==> config.mk <==
export PLATFORM = sky130hd
export DESIGN_NAME = controlador_detector_sequencia_flat
export DESIGN_NICKNAME = d
export VERILOG_FILES = /design/src/rtl/controlador_detector_sequencia_pkg.sv /design/src/rtl/controlador_detector_sequencia_if.sv /design/src/rtl/controlador_detector_sequencia_detector_padrao.sv /design/src/rtl/controlador_detector_sequencia.sv /design/src/flat_wrapper.sv
export SDC_FILE = /design/constraint.sdc
export NUM_CORES = 1
export LEC_CHECK = 0
export CORE_MARGIN = 1.5
export CORE_UTILIZATION = 25
export CTS_CLUSTER_SIZE = 20
export DETAILED_ROUTE_END_ITERATION = 8
export MAX_ROUTING_LAYER = met4
export SLEW_MARGIN = 20
export SYNTH_ARGS = -nofsm -noshare
export SYNTH_HDL_FRONTEND = slang
export SYNTH_SLANG_ARGS = --single-unit
==> constraint.sdc <==
create_clock -name clock -period 3 [get_ports clock]
set_input_delay 0.6 -clock clock [delete_from_list [all_inputs] [get_ports clock]]
set_output_delay 0.6 -clock clock [all_outputs]
set_load 0.02 [all_outputs]
==> src/rtl/controlador_detector_sequencia_pkg.sv <==
// Shared definitions for the serial pattern-detection controller: default widths,
// FSM state encoding and a small state-decoding helper.
package controlador_detector_sequencia_pkg;

  localparam int PATTERN_W = 4;
  localparam int CNT_W     = 8;
  localparam int TIMEOUT_W = 12;

  localparam int STATE_W = 2;
  typedef logic [STATE_W-1:0] state_t;

  localparam logic [1:0] ST_IDLE = 2'd0;
  localparam logic [1:0] ST_ARM  = 2'd1;
  localparam logic [1:0] ST_RUN  = 2'd2;
  localparam logic [1:0] ST_DONE = 2'd3;

  // A job is in flight from the arming cycle until the done pulse has been shown.
  function automatic logic state_busy(input state_t s);
    return s != ST_IDLE;
  endfunction

  // The abort path is only allowed to cut a job short before its result exists.
  function automatic logic state_abortable(input state_t s);
    return (s == ST_ARM) || (s == ST_RUN);
  endfunction

endpackage

==> src/rtl/controlador_detector_sequencia_if.sv <==
// Job handshake between the issuing control logic and the detection controller.
// Optional abort/aborted signals exist only when CONTROLADOR_DETECTOR_ABORT_EN is defined.
interface controlador_detector_sequencia_if #(
  parameter int PATTERN_W = controlador_detector_sequencia_pkg::PATTERN_W,
  parameter int CNT_W     = controlador_detector_sequencia_pkg::CNT_W,
  parameter int TIMEOUT_W = controlador_detector_sequencia_pkg::TIMEOUT_W
);

  logic                 start;
  logic [PATTERN_W-1:0] pattern;
  logic [CNT_W-1:0]     target;
  logic [TIMEOUT_W-1:0] timeout;
  logic                 busy;
  logic                 done;
  logic                 timed_out;
  logic [CNT_W-1:0]     hits;
`ifdef CONTROLADOR_DETECTOR_ABORT_EN
  logic                 abort;
  logic                 aborted;
`endif

  // Issuer side: requests jobs and watches the result.
  modport master (
    output start, pattern, target, timeout,
`ifdef CONTROLADOR_DETECTOR_ABORT_EN
    output abort,
    input  aborted,
`endif
    input  busy, done, timed_out, hits
  );

  // Controller side.
  modport slave (
    input  start, pattern, target, timeout,
`ifdef CONTROLADOR_DETECTOR_ABORT_EN
    input  abort,
    output aborted,
`endif
    output busy, done, timed_out, hits
  );

endinterface

==> src/rtl/controlador_detector_sequencia_detector_padrao.sv <==
// Serial pattern matcher: shifts one bit per enabled cycle and reports a match once
// at least PATTERN_W bits have been collected since the last clear.
module detector_padrao #(
  parameter int PATTERN_W = controlador_detector_sequencia_pkg::PATTERN_W
) (
  input  logic                 clock,
  input  logic                 reset,
  input  logic                 clear,
  input  logic                 enable,
  input  logic                 x,
  input  logic [PATTERN_W-1:0] pattern,
  output logic                 match
);

  localparam int FILL_W = $clog2(PATTERN_W + 1);
  localparam logic [FILL_W-1:0] FILL_FULL = FILL_W'(PATTERN_W);

  // Oldest sample sits in the MSB so the history reads like the pattern literal.
  logic [PATTERN_W-1:0] history;
  logic [FILL_W-1:0]    fill;

  // NOTE: state updates use non-blocking assignments so every flop samples the
  // pre-edge values, independent of the order the always blocks are evaluated in.
  always_ff @(posedge clock or negedge reset) begin
    if (!reset) begin
      history <= '0;
      fill    <= '0;
    end else if (clear) begin
      history <= '0;
      fill    <= '0;
    end else if (enable) begin
      history <= {history[PATTERN_W-2:0], x};
      if (fill != FILL_FULL) begin
        fill <= fill + FILL_W'(1);
      end
    end
  end

  // A cleared history of zeros must not match pattern 0000 before it has filled.
  assign match = (fill == FILL_FULL) && (history == pattern);

endmodule

==> src/rtl/controlador_detector_sequencia.sv <==
// Job controller for serial pattern detection: latches a job on start, counts matches
// until target/timeout (or abort with CONTROLADOR_DETECTOR_ABORT_EN) and reports done.
module controlador_detector_sequencia #(
  parameter int PATTERN_W = controlador_detector_sequencia_pkg::PATTERN_W,
  parameter int CNT_W     = controlador_detector_sequencia_pkg::CNT_W,
  parameter int TIMEOUT_W = controlador_detector_sequencia_pkg::TIMEOUT_W
) (
  input  logic                            clock,
  input  logic                            reset,
  controlador_detector_sequencia_if.slave bus,
  input  logic                            x,
  output logic                            y
);

  import controlador_detector_sequencia_pkg::*;

  state_t               state;

  // Job configuration captured on the accepting start edge.
  logic [PATTERN_W-1:0] cfg_pattern;
  logic [CNT_W-1:0]     cfg_target;
  logic [TIMEOUT_W-1:0] cfg_timeout;

  logic [CNT_W-1:0]     hits_q;
  logic [TIMEOUT_W-1:0] cycle_cnt;
  logic                 timed_out_q;

  logic                 accept;
  logic                 in_run;
  logic                 match;
  logic [CNT_W-1:0]     hits_inc;
  logic                 target_hit;
  logic                 timeout_hit;
  logic                 abort_req;

  assign accept = (state == ST_IDLE) && bus.start;
  assign in_run = (state == ST_RUN);

  detector_padrao #(
    .PATTERN_W (PATTERN_W)
  ) u_detector (
    .clock   (clock),
    .reset   (reset),
    .clear   (accept),
    .enable  (in_run),
    .x       (x),
    .pattern (cfg_pattern),
    .match   (match)
  );

  // NOTE: every signal written here is assigned on every path through the block,
  // so no latch is inferred.
  always_comb begin
    hits_inc    = (&hits_q) ? hits_q : hits_q + CNT_W'(1);
    target_hit  = match && (hits_inc == cfg_target);
    timeout_hit = (cfg_timeout != '0) && (cycle_cnt == cfg_timeout - TIMEOUT_W'(1));
  end

`ifdef CONTROLADOR_DETECTOR_ABORT_EN
  logic aborted_q;

  assign abort_req = bus.abort && state_abortable(state);

  // Result flag: survives DONE and IDLE, cleared only by the next accepted job.
  always_ff @(posedge clock or negedge reset) begin
    if (!reset) begin
      aborted_q <= 1'b0;
    end else if (accept) begin
      aborted_q <= 1'b0;
    end else if (abort_req) begin
      aborted_q <= 1'b1;
    end
  end

  assign bus.aborted = aborted_q;
`else
  assign abort_req = 1'b0;
`endif

  always_ff @(posedge clock or negedge reset) begin
    if (!reset) begin
      state       <= ST_IDLE;
      cfg_pattern <= '0;
      cfg_target  <= '0;
      cfg_timeout <= '0;
      hits_q      <= '0;
      cycle_cnt   <= '0;
      timed_out_q <= 1'b0;
    end else begin
      case (state)
        ST_IDLE: begin
          if (bus.start) begin
            state       <= ST_ARM;
            cfg_pattern <= bus.pattern;
            cfg_target  <= bus.target;
            cfg_timeout <= bus.timeout;
            hits_q      <= '0;
            cycle_cnt   <= '0;
            timed_out_q <= 1'b0;
          end
        end

        ST_ARM: begin
          // A zero target is met before any sample is taken.
          if (abort_req || (cfg_target == '0)) begin
            state <= ST_DONE;
          end else begin
            state <= ST_RUN;
          end
        end

        ST_RUN: begin
          if (abort_req) begin
            // Abort wins over a match on the same edge; hits keeps its old value.
            state <= ST_DONE;
          end else begin
            cycle_cnt <= cycle_cnt + TIMEOUT_W'(1);
            if (match) begin
              hits_q <= hits_inc;
            end
            // Reaching the target on the timeout edge still reports success.
            if (target_hit) begin
              state <= ST_DONE;
            end else if (timeout_hit) begin
              state       <= ST_DONE;
              timed_out_q <= 1'b1;
            end
          end
        end

        ST_DONE: begin
          state <= ST_IDLE;
        end

        default: begin
          state <= ST_IDLE;
        end
      endcase
    end
  end

  assign bus.busy      = state_busy(state);
  assign bus.done      = (state == ST_DONE);
  assign bus.timed_out = timed_out_q;
  assign bus.hits      = hits_q;
  assign y             = in_run && match;

endmodule
==> src/flat_wrapper.sv <==
// flat-port wrapper written by rule: the top's interface ports become plain ports
module controlador_detector_sequencia_flat import controlador_detector_sequencia_pkg::*;
#(
  parameter int PATTERN_W = controlador_detector_sequencia_pkg::PATTERN_W,
  parameter int CNT_W     = controlador_detector_sequencia_pkg::CNT_W,
  parameter int TIMEOUT_W = controlador_detector_sequencia_pkg::TIMEOUT_W
)
  (clock, reset, x, y, bus_start, bus_pattern, bus_target, bus_timeout, bus_busy, bus_done, bus_timed_out, bus_hits);
  controlador_detector_sequencia_if #(.PATTERN_W(PATTERN_W), .CNT_W(CNT_W), .TIMEOUT_W(TIMEOUT_W)) bus_i ();
  input  logic clock;
  input  logic reset;
  input  logic x;
  output logic y;
  input wire logic [$bits(bus_i.start)-1:0] bus_start;
  input wire logic [$bits(bus_i.pattern)-1:0] bus_pattern;
  input wire logic [$bits(bus_i.target)-1:0] bus_target;
  input wire logic [$bits(bus_i.timeout)-1:0] bus_timeout;
  output wire logic [$bits(bus_i.busy)-1:0] bus_busy;
  output wire logic [$bits(bus_i.done)-1:0] bus_done;
  output wire logic [$bits(bus_i.timed_out)-1:0] bus_timed_out;
  output wire logic [$bits(bus_i.hits)-1:0] bus_hits;
  assign bus_i.start = bus_start;
  assign bus_i.pattern = bus_pattern;
  assign bus_i.target = bus_target;
  assign bus_i.timeout = bus_timeout;
  assign bus_busy = bus_i.busy;
  assign bus_done = bus_i.done;
  assign bus_timed_out = bus_i.timed_out;
  assign bus_hits = bus_i.hits;
  controlador_detector_sequencia #(.PATTERN_W(PATTERN_W), .CNT_W(CNT_W), .TIMEOUT_W(TIMEOUT_W)) u_core (.clock(clock), .reset(reset), .bus(bus_i), .x(x), .y(y));
endmodule
==> results.ini <==
[power]
swShare_pct = 40.06
finalPower_mw = 3.287
p_comb_share_pct = 41.6
seqPwrFrac_pct = 37.7
power_density_mw_per_mm2 = 813.7
p_sw_mw = 1.317
power_frac_clock_pct = 20.7
cellLeakagePower_nw = 1.676
intPower_mw = 1.970
vdd_drop_max_uv = 287.9

[timing]
hold_viol = 0
setup_violations = 0
max_freq_mhz = 357.9
clock_skew_ps = 7.462
maxSlewViolCount = 0
tightest_slew_ps = 605.7
rsz0062_at_grt = false
fin_crit_ps = 2794
slew_headroom_pct = 59.47
fin_crit_sh_pct = 93.13
whs_ps = 265.3
setup_tns_ps = 0
fin_ws_ps = 206.2

[grt]
grt_usage_pct = 12.91
grt_pass1_vias = 2740
grt_util_met3_pct = 2.163
grt_pass1_wl_um = 13520
antenna_found_initial = 0
grt_util_met1_pct = 17.32
grt_overflow = 0
grt_max_degree = 24
grt.busiest_layer = met2
met2_usage_pct = 19.96

[critical_path]
crit_type = reg -> reg
crit_path_start_kind = register
critPathMaxFanout = 7
critPathCaptureType = register
crit_arrival_ps = 2980
cp.required_ps = 3190
critPathLaunch = u_core.bus.hits[0]$_DFFE_PN0P_
rr_startpoint = u_core.bus.hits[0]$_DFFE_PN0P_

[worst_hold_path]
hold_class = in -> async

[yosys]
syn-num-nets = 415
synth_edf_count = 0
synth_cell_type_count = 62
syn_area_per_cell_um2 = 8.646
synth_top_flop_cell = dfrtp_1
ys_seq_area_share_pct = 41.46
synthArstFlopShare_pct = 100.0
yosysWarnings = 0
synth-seq-cells = 54
syn_area_mm2 = 0.003259
synthCells = 377

[clock_network]
clkLatencyLatePin_ps = 300
cts_resized = 0
cts_root_buf = clkbuf_16
htreeDepth = 2
cts_tree = built
clkSinkCount = 54
cts_max_path_buffers = 2
numCtsBuffers = 5
path_clk_slew_ps = 80
post_cts_buffers = 0
cts_hold_buf = 0

[place]
hpwl_um = 6135
routabilityCongestion = 0.8505
port_buffers = 39
place_area_mm2 = 0.003869
pre_cts_slack_ps = 221.5

[floorplan]
initial_core_util_pct = 25.72
die-area_mm2 = 0.01373
ios = 40
core-area_mm2 = 0.01267
num_rows = 41
die_w_um = 117.2
dieHeight_um = 117.2

[layout]
n_fill_cell = 1341
antenna_cells = 0
final_common_cell = nand2_1
final_nets = 458
drive_gt1_share_pct = 7.838
design_area_mm2 = 0.004039
area_delta_synth_final_pct = 23.92
layout_common_cells = nand2_1, dfrtp_1, clkdlybuf4s50_1, nor2_1, o21ai_0

[route]
firstDrtPassIters = 4
drc = 0
dr.first_iter.drc_count = 149
vias = 2877
via_per_inst = 4.852
wl_per_cell_um = 13.85
wirelength_um = 8214
postRouteAntennaNets = 0

[job]
cap_violations = 0

[status]
status = finished, final reports clean

path summary, 6_finish.rpt:
| path | depth (start not counted) | to | slack, ps |
|---|---|---|---|
| max | 8 | u_core.state[0]$_DFFE_PN0P_ | 210 |
| max reg2reg | 8 | u_core.state[0]$_DFFE_PN0P_ | 210 |
| max in group asynchronous | 2 | u_core.cycle_cnt[1]$_DFFE_PN0P_ | 2090 |
| min in group clock | 2 | u_core.cfg_pattern[3]$_DFFE_PN0P_ | 510 |
| min reg2reg | 2 | u_core.cfg_pattern[3]$_DFFE_PN0P_ | 510 |
| min | 1 | u_core.bus.timed_out$_DFFE_PN0P_ | 270 |
Yosys cell counts, drive strengths merged, types with 2 or more instances:
master | count | area (um^2)
o22ai | 2 | 12.51
and4 | 2 | 18.77
buf | 5 | 35.02
or3 | 4 | 25.02
a31oi | 6 | 52.55
nand2 | 82 | 312.8
nor4 | 3 | 18.77
nor3 | 11 | 60.06
inv | 18 | 67.56
a32o | 3 | 30.03
a21oi | 19 | 95.09
o211ai | 3 | 22.52
xor2 | 12 | 105.1
and3 | 4 | 31.28
o2bb2ai | 2 | 17.52
clkbuf | 7 | 26.28
or4 | 4 | 41.29
and4b | 2 | 20.02
nand4b | 3 | 26.28
xnor2 | 15 | 131.4
ha | 10 | 125.1
nand3 | 8 | 40.04
nor2 | 32 | 120.1
o31ai | 3 | 22.52
nand4 | 9 | 56.30
o21ai | 21 | 105.1
nor2b | 2 | 12.51
a211oi | 2 | 15.01
mux2i | 7 | 70.07
dfrtp | 54 | 1351
nand3b | 2 | 15.01
power by group through the flow:
stage | combinational [mW] | sequential (mW) | clock, mW
finish | 1.37 | 1.24 | 0.679
global route | 1.55 | 1.28 | 0.723
CTS | 1.38 | 1.24 | 0.697
detailed placement | 1.37 | 1.25 | 0
global placement | 1.34 | 1.24 | 0
floorplan | 1.02 | 1.17 | 0
through the flow:
stage	util [%]	cells
after detailed placement	30.53	585
final	31.88	593
after global routing	31.88	593
after global placement	30.53	585
after floorplan	-	377
after CTS	31.88	593
registers in the layout, summed over array words and instances, names as in the netlist:
signal / count
u_core.cfg_timeout: 12
u_core.cycle_cnt: 12
u_core.bus.hits: 8
u_core.cfg_target: 8
u_core.cfg_pattern: 4
u_core.u_detector.history: 4
u_core.u_detector.fill: 3
u_core.state: 2
u_core.bus.timed_out: 1
per-layer routing:
layer | share of wire, % | up-vias
met5 | 0 | -
met4 | 1.5 | 0
met3 | 3.4 | 10
met2 | 45 | 61
met1 | 50 | 1393
li1 | - | 1413
worst max-delay path: stages (launching register included):
cell and delay (ps):
dfrtp_1 450, ha_1 300, and2_1 250, or4_4 510, nand4_1 110, o311ai_1 100
or4_4 570, and3_4 190, o22a_1 200
kinds of logic (layout without fill, tap and decap cells):
family                   after synthesis  after routing  synth area share (%)
multiplexers                           8              8                 2.495
AND/OR/NAND/NOR                      173            173                 25.72
XOR/XNOR                              27             27                 7.255
buffers and inverters                 30             74                 3.954
flip-flops                            54             54                 41.46
AO/OA/AOI/OAI                         75             75                 15.28
adder cells (fa/ha/maj)               10             10                 3.839
cell type report:
cell class                      count  area (um^2)  share of cell area [%]
Tap cell                          172        215.2                   5.328
Clock inverter                      3        45.04                   1.115
Timing Repair Buffer               48        452.9                   11.21
Multi-Input combinational cell    293         1782                   44.11
Clock buffer                        5        125.1                   3.098
Inverter                           18        67.56                   1.673
Sequential cell                    54         1351                   33.46
No activity file was read; power rests on OpenSTA's default activity.
